==> src/rtl/fifo_rd_stream_adapter.sv <==
// Read-side drain engine for the async FIFO: pops words through rd_en/rdata/empty,
// absorbs the 1-cycle read latency in a skid buffer and presents them on a valid/ready stream.
module fifo_rd_stream_adapter #(
    parameter int DATA_WIDTH = 8,
    parameter int BUF_DEPTH  = 2,
    parameter int CNT_WIDTH  = 16
) (
    input  logic                  rd_clk,
    input  logic                  rst,
    input  logic                  enable,
    input  logic                  fifo_empty,
    input  logic [DATA_WIDTH-1:0] fifo_rdata,
    input  logic                  fifo_underflow,
    output logic                  fifo_rd_en,
    output logic                  m_valid,
    output logic [DATA_WIDTH-1:0] m_data,
    input  logic                  m_ready,
    output logic [CNT_WIDTH-1:0]  word_count,
    output logic                  err_underflow
);

    localparam int PTR_W = $clog2(BUF_DEPTH);
    localparam int OCC_W = $clog2(BUF_DEPTH) + 2;
    localparam logic [PTR_W-1:0] PTR_LAST = PTR_W'(BUF_DEPTH - 1);
    localparam logic [OCC_W-1:0] OCC_MAX  = OCC_W'(BUF_DEPTH);

    logic [DATA_WIDTH-1:0] mem [BUF_DEPTH];
    logic [PTR_W-1:0]      head;
    logic [PTR_W-1:0]      tail;
    logic [OCC_W-1:0]      occupancy;
    logic [OCC_W-1:0]      occ_next;
    logic                  inflight;
    logic                  pop;

    function automatic logic [PTR_W-1:0] next_ptr(input logic [PTR_W-1:0] p);
        return (p == PTR_LAST) ? '0 : p + PTR_W'(1);
    endfunction

    assign m_valid = (occupancy != '0);
    assign m_data  = m_valid ? mem[head] : '0;

    // NOTE: every output of this block is assigned on every path, so no latch is inferred.
    always_comb begin
        pop        = m_valid && m_ready;
        occ_next   = occupancy + OCC_W'(inflight) - OCC_W'(pop);
        fifo_rd_en = !rst && enable && !fifo_empty && (occ_next < OCC_MAX);
    end

    // NOTE: state registers use non-blocking assignments so all flops update together.
    always_ff @(posedge rd_clk) begin
        if (rst) begin
            occupancy     <= '0;
            inflight      <= 1'b0;
            head          <= '0;
            tail          <= '0;
            word_count    <= '0;
            err_underflow <= 1'b0;
        end else begin
            inflight  <= fifo_rd_en;
            occupancy <= occ_next;
            if (inflight) begin
                tail <= next_ptr(tail);
            end
            if (pop) begin
                head       <= next_ptr(head);
                word_count <= word_count + CNT_WIDTH'(1);
            end
            if (fifo_underflow) begin
                err_underflow <= 1'b1;
            end
        end
    end

    // NOTE: storage is not reset; m_data is gated by m_valid so stale entries never show.
    always_ff @(posedge rd_clk) begin
        if (inflight) begin
            mem[tail] <= fifo_rdata;
        end
    end

endmodule

==> config.mk <==
export PLATFORM = sky130hd
export DESIGN_NAME = fifo_rd_stream_adapter
export DESIGN_NICKNAME = d
export VERILOG_FILES = /design/src/rtl/fifo_rd_stream_adapter.sv
export SDC_FILE = /design/constraint.sdc
export NUM_CORES = 1
export LEC_CHECK = 0
export ABC_CLOCK_PERIOD_IN_PS = 2700
export BUFFER_PORTS_ARGS = -buffer_cell sky130_fd_sc_hd__buf_4
export CAP_MARGIN = 15
export CORE_UTILIZATION = 50
export DETAILED_ROUTE_END_ITERATION = 7
export GPL_TIMING_DRIVEN = 1
export PLACE_DENSITY = 0.76
export REMOVE_ABC_BUFFERS = 1
export SLEW_MARGIN = 20
export SYNTH_ARGS = -nofsm -noshare
export SYNTH_HDL_FRONTEND = slang
export SYNTH_SLANG_ARGS = --single-unit
==> constraint.sdc <==
create_clock -name rd_clk -period 2.7 [get_ports rd_clk]
set_clock_uncertainty 0.05 [all_clocks]
set_input_delay 0.135 -clock rd_clk [delete_from_list [all_inputs] [get_ports rd_clk]]
set_output_delay 0.135 -clock rd_clk [all_outputs]
set_load 0.02 [all_outputs]
# Yosys cells after proc, flatten, opt, wreduce, memory -nomap -nowiden
# Memories as Yosys holds them, arrays and structs flattened. A register that Yosys moved wholly into a read port is not among the register bits.
# Index checks and enable logic that the tools add are counted.
[op_classes]
n_addsub = 5
n_mul = 0
div = 0
order_cmp = 1
n_eq_ne = 0
shift = 0
mux = 7
bitwise = 0
n_reduce_logical = 7
[op_table]
columns = ["operator", "n"]
rows = [
  ["adder 16 x 1 -> 16 bit, second input constant", 1],
  ["two-way mux 8 bit", 1],
  ["two-way mux 1 bit", 6],
  ["logical AND 1 bit", 4],
  ["adder 3 x 1 -> 3 bit", 1],
  ["less-than comparator 3 x 2 -> 1 bit, second input constant", 1],
  ["nonzero test 3 bit", 1],
  ["subtractor 3 x 1 -> 3 bit", 1],
  ["adder 1 bit, second input constant", 2],
  ["logical NOT 1 bit", 2],
]
[totals]
register_bits = 23
latchBits = 0
mem_bits_rw = 16
mem_bits_ro = 0
input_bits = 14
out_inout_bits = 27
memories = 1
[mem_list]
columns = ["name", "depth", "word_bits", "rd", "rd_clocked_by_memory_dff", "write_ports", "line", "text"]
rows = [
  ["mem", 2, 8, 1, 1, 1, "27", "logic [DATA_WIDTH-1:0] mem [BUF_DEPTH];"],
]

# Longest topological paths before layout
[depth]
word_depth = 5
ltp_mapped = 8

# Worst setup path before layout
# No wires, ideal clock.
[synth_timing]
path_type = "reg2out"
startpoint = "register occupancy[2]"
endpoint = "output port fifo_rd_en"
t_arrival_ps = 2636
required_time_ps = 2515
path_slack_ps = -121
path_stages_with_launch = 9
path_cell_list = "dfxtp_1 > o31ai_2 > inv_1 > ha_1 > inv_1 > ha_1 > fa_1 > nand2b_1 > nor4_1"
[synth_between]
elab_chain_cells = 5
word_cells_on_any_way = 6
cone_classes = "2 x add/sub; 1 x order compare; 3 x reduce/logical"
[synth_rtl]
columns = ["element", "line", "text"]
rows = [
  ["start: declaration", "30", "logic [OCC_W-1:0] occupancy;"],
  ["start signal: assignment", "60", "occupancy <= occ_next;"],
  ["nonzero test 3 bit", "39", "assign m_valid = (occupancy != '0);"],
  ["logical AND 1 bit", "44", "pop = m_valid && m_ready;"],
  ["via pop", "33", "logic pop;"],
  ["subtractor 3 x 1 -> 3 bit", "45", "occ_next = occupancy + OCC_W'(inflight) - OCC_W'(pop);"],
  ["via occ_next[1]", "31", "logic [OCC_W-1:0] occ_next;"],
  ["less-than comparator 3 x 2 -> 1 bit", "46", "fifo_rd_en = !rst && enable && !fifo_empty && (occ_next < OCC_MAX);"],
  ["logical AND 1 bit", "46", ""],
  ["end: declaration", "14", "output logic fifo_rd_en,"],
]
# The timed path passes the listed nets, and every way through them passes these cells.

# Worst setup path after layout
# Ends and elaborated chain as after synthesis.

==> impl_metrics.csv <==
group,metric,value,unit
status,result_of_the_run,"finished with violations",
status,violations,"setup timing",
cells_and_area,synthToLayoutAreaGrowth,37.3,%
sta,setup_ws,-3.48,ps
logic_synthesis,netlist.area_leader.share,29.4,%
floorplan,dieHeight,59.2,um
worst_setup_path,worst-setup-path-type,"flop to primary output",
logic_synthesis,post_synth_fa_ha_maj_area_fraction,3.52,%
clocking,cts_inserted_buffers,5,
hold_path,holdCritPathClass,"primary input to flop",
sta,setup-violations-final,1,
worst_setup_path,worstPathRequired,2520,ps
worst_setup_path,crit_fanout,2,
floorplan,fp.coreArea,0.00308,mm2
floorplan,die_w,59.2,um
place,placedInstanceArea,0.00198,mm2
floorplan,floorplan.rows,20,
clocking,cts.root.buffer_cell,"sky130_fd_sc_hd__clkbuf_4",
global_route,grt_antenna_before_repair,0,
cells_and_area,post-route-util,73.0,%
place,pre_cts_ws,290,ps
route,drc,0,
clocking,htree_levels,2,
logic_synthesis,synthFlopType,"sky130_fd_sc_hd__dfxtp_1",
clocking,clkTransAtPathRegs,100,ps
sta,finalHoldWorstSlack,105,ps
worst_setup_path,setup.worst_path.start_class,"flop",
logic_synthesis,synth_seq_cells,40,
route,vias_after_detailed_routing,1303,
logic_synthesis,synth_compound_gate_area_share,5.97,%
logic_synthesis,number_of_enable_type_register_cells_in_the_synthesized_netlist,16,
logic_synthesis,synth_area_in_xor_xnor,5.89,%
cells_and_area,stdcell_area,0.00225,mm2
sta,part_of_the_cycle_the_worst_path_needs,100,%
logic_synthesis,post_synth_mux_area_share,4.90,%
route,route.final.wire_length,3290,um
power_and_ir_drop,static-leakage-power,0.869,nW
sta,tightestPinTransition,686,ps
power_and_ir_drop,vdd.ir_drop.worst,677,uV
logic_synthesis,ys_seq_area_share,58.8,%
route,vias_per_cell,5.13,
logic_synthesis,synth_top_family_by_area,"simple AND/OR/NAND/NOR gates",
logic_synthesis,postSynthCellCount,152,
worst_setup_path,beginning_of_the_critical_path,"occupancy[2]$_SDFF_PP0_",
global_route,global_route_wire_length_before_repair,5280,um
route,drt.antenna.violating_nets,0,
sta,layout_min_cycle_time,2700,ps
logic_synthesis,synth_area_leaders,"sky130_fd_sc_hd__dfxtp_1, sky130_fd_sc_hd__edfxtp_1, sky130_fd_sc_hd__mux2i_1",
place,place.detailed.hpwl,2180,um
worst_setup_path,end_kind,"primary output",
global_route,globalRouteTotalUtil,21.0,%
floorplan,floorplan.die_area,0.00350,mm2
cells_and_area,insertedDiodeCount,0,
clocking,clockBufferDepth,2,
global_route,grt_start_max_net_pins,26,
worst_setup_path,critical_path.reg2reg.endpoint,"inflight$_SDFF_PP0_",
logic_synthesis,synth.yosys.warnings,0,
cells_and_area,drive_gt1_share,30.0,%
sta,final_max_slew_viol_count,0,
clocking,cts_tree,"built",
place,place.port_buffers,40,
worst_setup_path,data_arrival_at_the_endpoint_of_the_critical_path,2520,ps
logic_synthesis,netlist_area,0.00164,mm2
logic_synthesis,synth_simple_gate_area_share,17.8,%
sta,maxSlewHeadroom,54.1,%
worst_setup_path,critical_path.reg2reg.startpoint,"occupancy[2]$_SDFF_PP0_",
global_route,grt_pass1_vias,1282,
sta,timing.fmax,370,MHz
logic_synthesis,yosys.cell_types.count,26,
route,initialDrtViolationCount,65,
place,gpl_congestion,0.739,
logic_synthesis,synth.largest_area_cell,"sky130_fd_sc_hd__dfxtp_1",
flow_run,maxCapViolCount,0,
route,routed_wire_length_per_instance,12.9,um
worst_setup_path,setup.worst_path.end,"fifo_rd_en",
logic_synthesis,synth.most_common_cell,"sky130_fd_sc_hd__dfxtp_1",
worst_setup_path,timing.reg2reg.setup_slack,300,ps
cells_and_area,num-nets-final,227,
clocking,clkLatencyLatePin,330,ps
hold_path,worst_hold_startpoint,"rst",
power_and_ir_drop,total_power,1.88,mW
logic_synthesis,synth_common_cells,"sky130_fd_sc_hd__dfxtp_1, sky130_fd_sc_hd__nor2_1, sky130_fd_sc_hd__edfxtp_1, sky130_fd_sc_hd__a21oi_1",
sta,rsz0062_at_grt,"true",
logic_synthesis,avgSynthCellArea,10.8,um2
power_and_ir_drop,power.density,837,mW/mm2
global_route,grt-ovfl-total,0,
floorplan,initial_utilization,53.1,%
sta,final_hold_viol_count,0,
clocking,cts.sink_count,40,
logic_synthesis,fraction_of_registers_with_async_set_or_reset_after_synthesis,0,%
floorplan,io_pins,41,
route,dr.pass1.iters,4,
worst_setup_path,worstRegToRegCells,10,
## worst min path at each step
stage | end | slack, ps | cells after the start
floorplan | word_count[10]$_SDFFE_PP0P_ | 150 | 1
global placement | inflight$_SDFF_PP0_ | 270 | 2
detailed placement | inflight$_SDFF_PP0_ | 270 | 2
CTS | word_count[2]$_SDFFE_PP0P_ | 90 | 2
global route | occupancy[1]$_SDFF_PP0_ | 90 | 2
finish | word_count[4]$_SDFFE_PP0P_ | 110 | 2
## timing repair
item                                   in CTS  in global routing
setup buffers                               0                  3
pin swaps                                   1                  4
resized for setup                           7                 10
hold buffers                               11                  0
cloned                                      0                  0
endpoints found under the hold margin      18                  0
setup endpoints to repair                   1                  2
## per-stage QoR
stage,TNS [ps],cells
4_1_cts,0,251
6_report,-3.48,254
3_3_place_gp,0,232
5_1_grt,-124,254
2_1_floorplan,-121,146
3_5_place_dp,0,232
## flip-flops by register name, summed over array words and instances, names as in the netlist, named ones only
signal         count
mem               16
word_count        16
occupancy          3
err_underflow      1
head               1
inflight           1
tail               1
## power by group
part           total (mW)  switching (mW)  internal (mW)  leakage, nW
Clock               0.275           0.175          0.100       0.0269
Combinational       0.829           0.434          0.395        0.501
Sequential          0.776          0.0733          0.703        0.341
## metal layers
metal  vias to the layer above  global-route usage (%)  wire [um]
met5                         -                       0          0
met4                         0                    10.2         72
met3                         7                    6.55        122
met2                        33                    38.7       1820
met1                       617                    21.0       1280
li1                        646                       -          -
## cell type report
type                    instances  area, um2
flip-flops and latches         40        967
clock inverters                 1       3.75
multi-input cells              98        694
clock buffers                   7       45.0
inverters                       8       30.0
fillers                       243        832
well taps                      44       55.1
repair buffers                 56        450
## critical path: stages, from the launching register on
cell                       delay [ps]
sky130_fd_sc_hd__dfxtp_4          360
sky130_fd_sc_hd__o31ai_4          260
sky130_fd_sc_hd__inv_2             90
sky130_fd_sc_hd__ha_4             270
sky130_fd_sc_hd__inv_2             40
sky130_fd_sc_hd__ha_4             150
sky130_fd_sc_hd__fa_2             460
sky130_fd_sc_hd__nand2b_4         170
sky130_fd_sc_hd__nor4_4           210
sky130_fd_sc_hd__buf_4            180
## cell families (layout without fill, tap and decap cells)
group	after synthesis	in the layout
multiplexers	8	8
XOR/XNOR	11	11
adder cells (fa/ha/maj)	4	4
AND/OR/NAND/NOR	57	57
flip-flops	40	40
buffers and inverters	14	72
AO/OA/AOI/OAI	18	18
## cells in the final DEF (no fill, tap or decap), types with 2 or more instances in the layout
cell type and instances:
sky130_fd_sc_hd__buf_4 45, sky130_fd_sc_hd__nand3_1 5, sky130_fd_sc_hd__mux2i_1 8, sky130_fd_sc_hd__o21ai_0 8, sky130_fd_sc_hd__dfxtp_2 2, sky130_fd_sc_hd__a21oi_1 9
sky130_fd_sc_hd__nor2_1 21, sky130_fd_sc_hd__nor2b_1 3, sky130_fd_sc_hd__or4_1 2, sky130_fd_sc_hd__inv_1 6, sky130_fd_sc_hd__or3_1 8, sky130_fd_sc_hd__dlygate4sd3_1 10
sky130_fd_sc_hd__nand4_1 3, sky130_fd_sc_hd__xnor2_1 6, sky130_fd_sc_hd__clkbuf_4 5, sky130_fd_sc_hd__nand2_1 5, sky130_fd_sc_hd__ha_4 2, sky130_fd_sc_hd__dfxtp_1 21
sky130_fd_sc_hd__edfxtp_1 16, sky130_fd_sc_hd__nor3_1 3, sky130_fd_sc_hd__inv_2 2, sky130_fd_sc_hd__xor2_1 4, sky130_fd_sc_hd__clkbuf_1 2
Power figures use the tool's default switching activity.
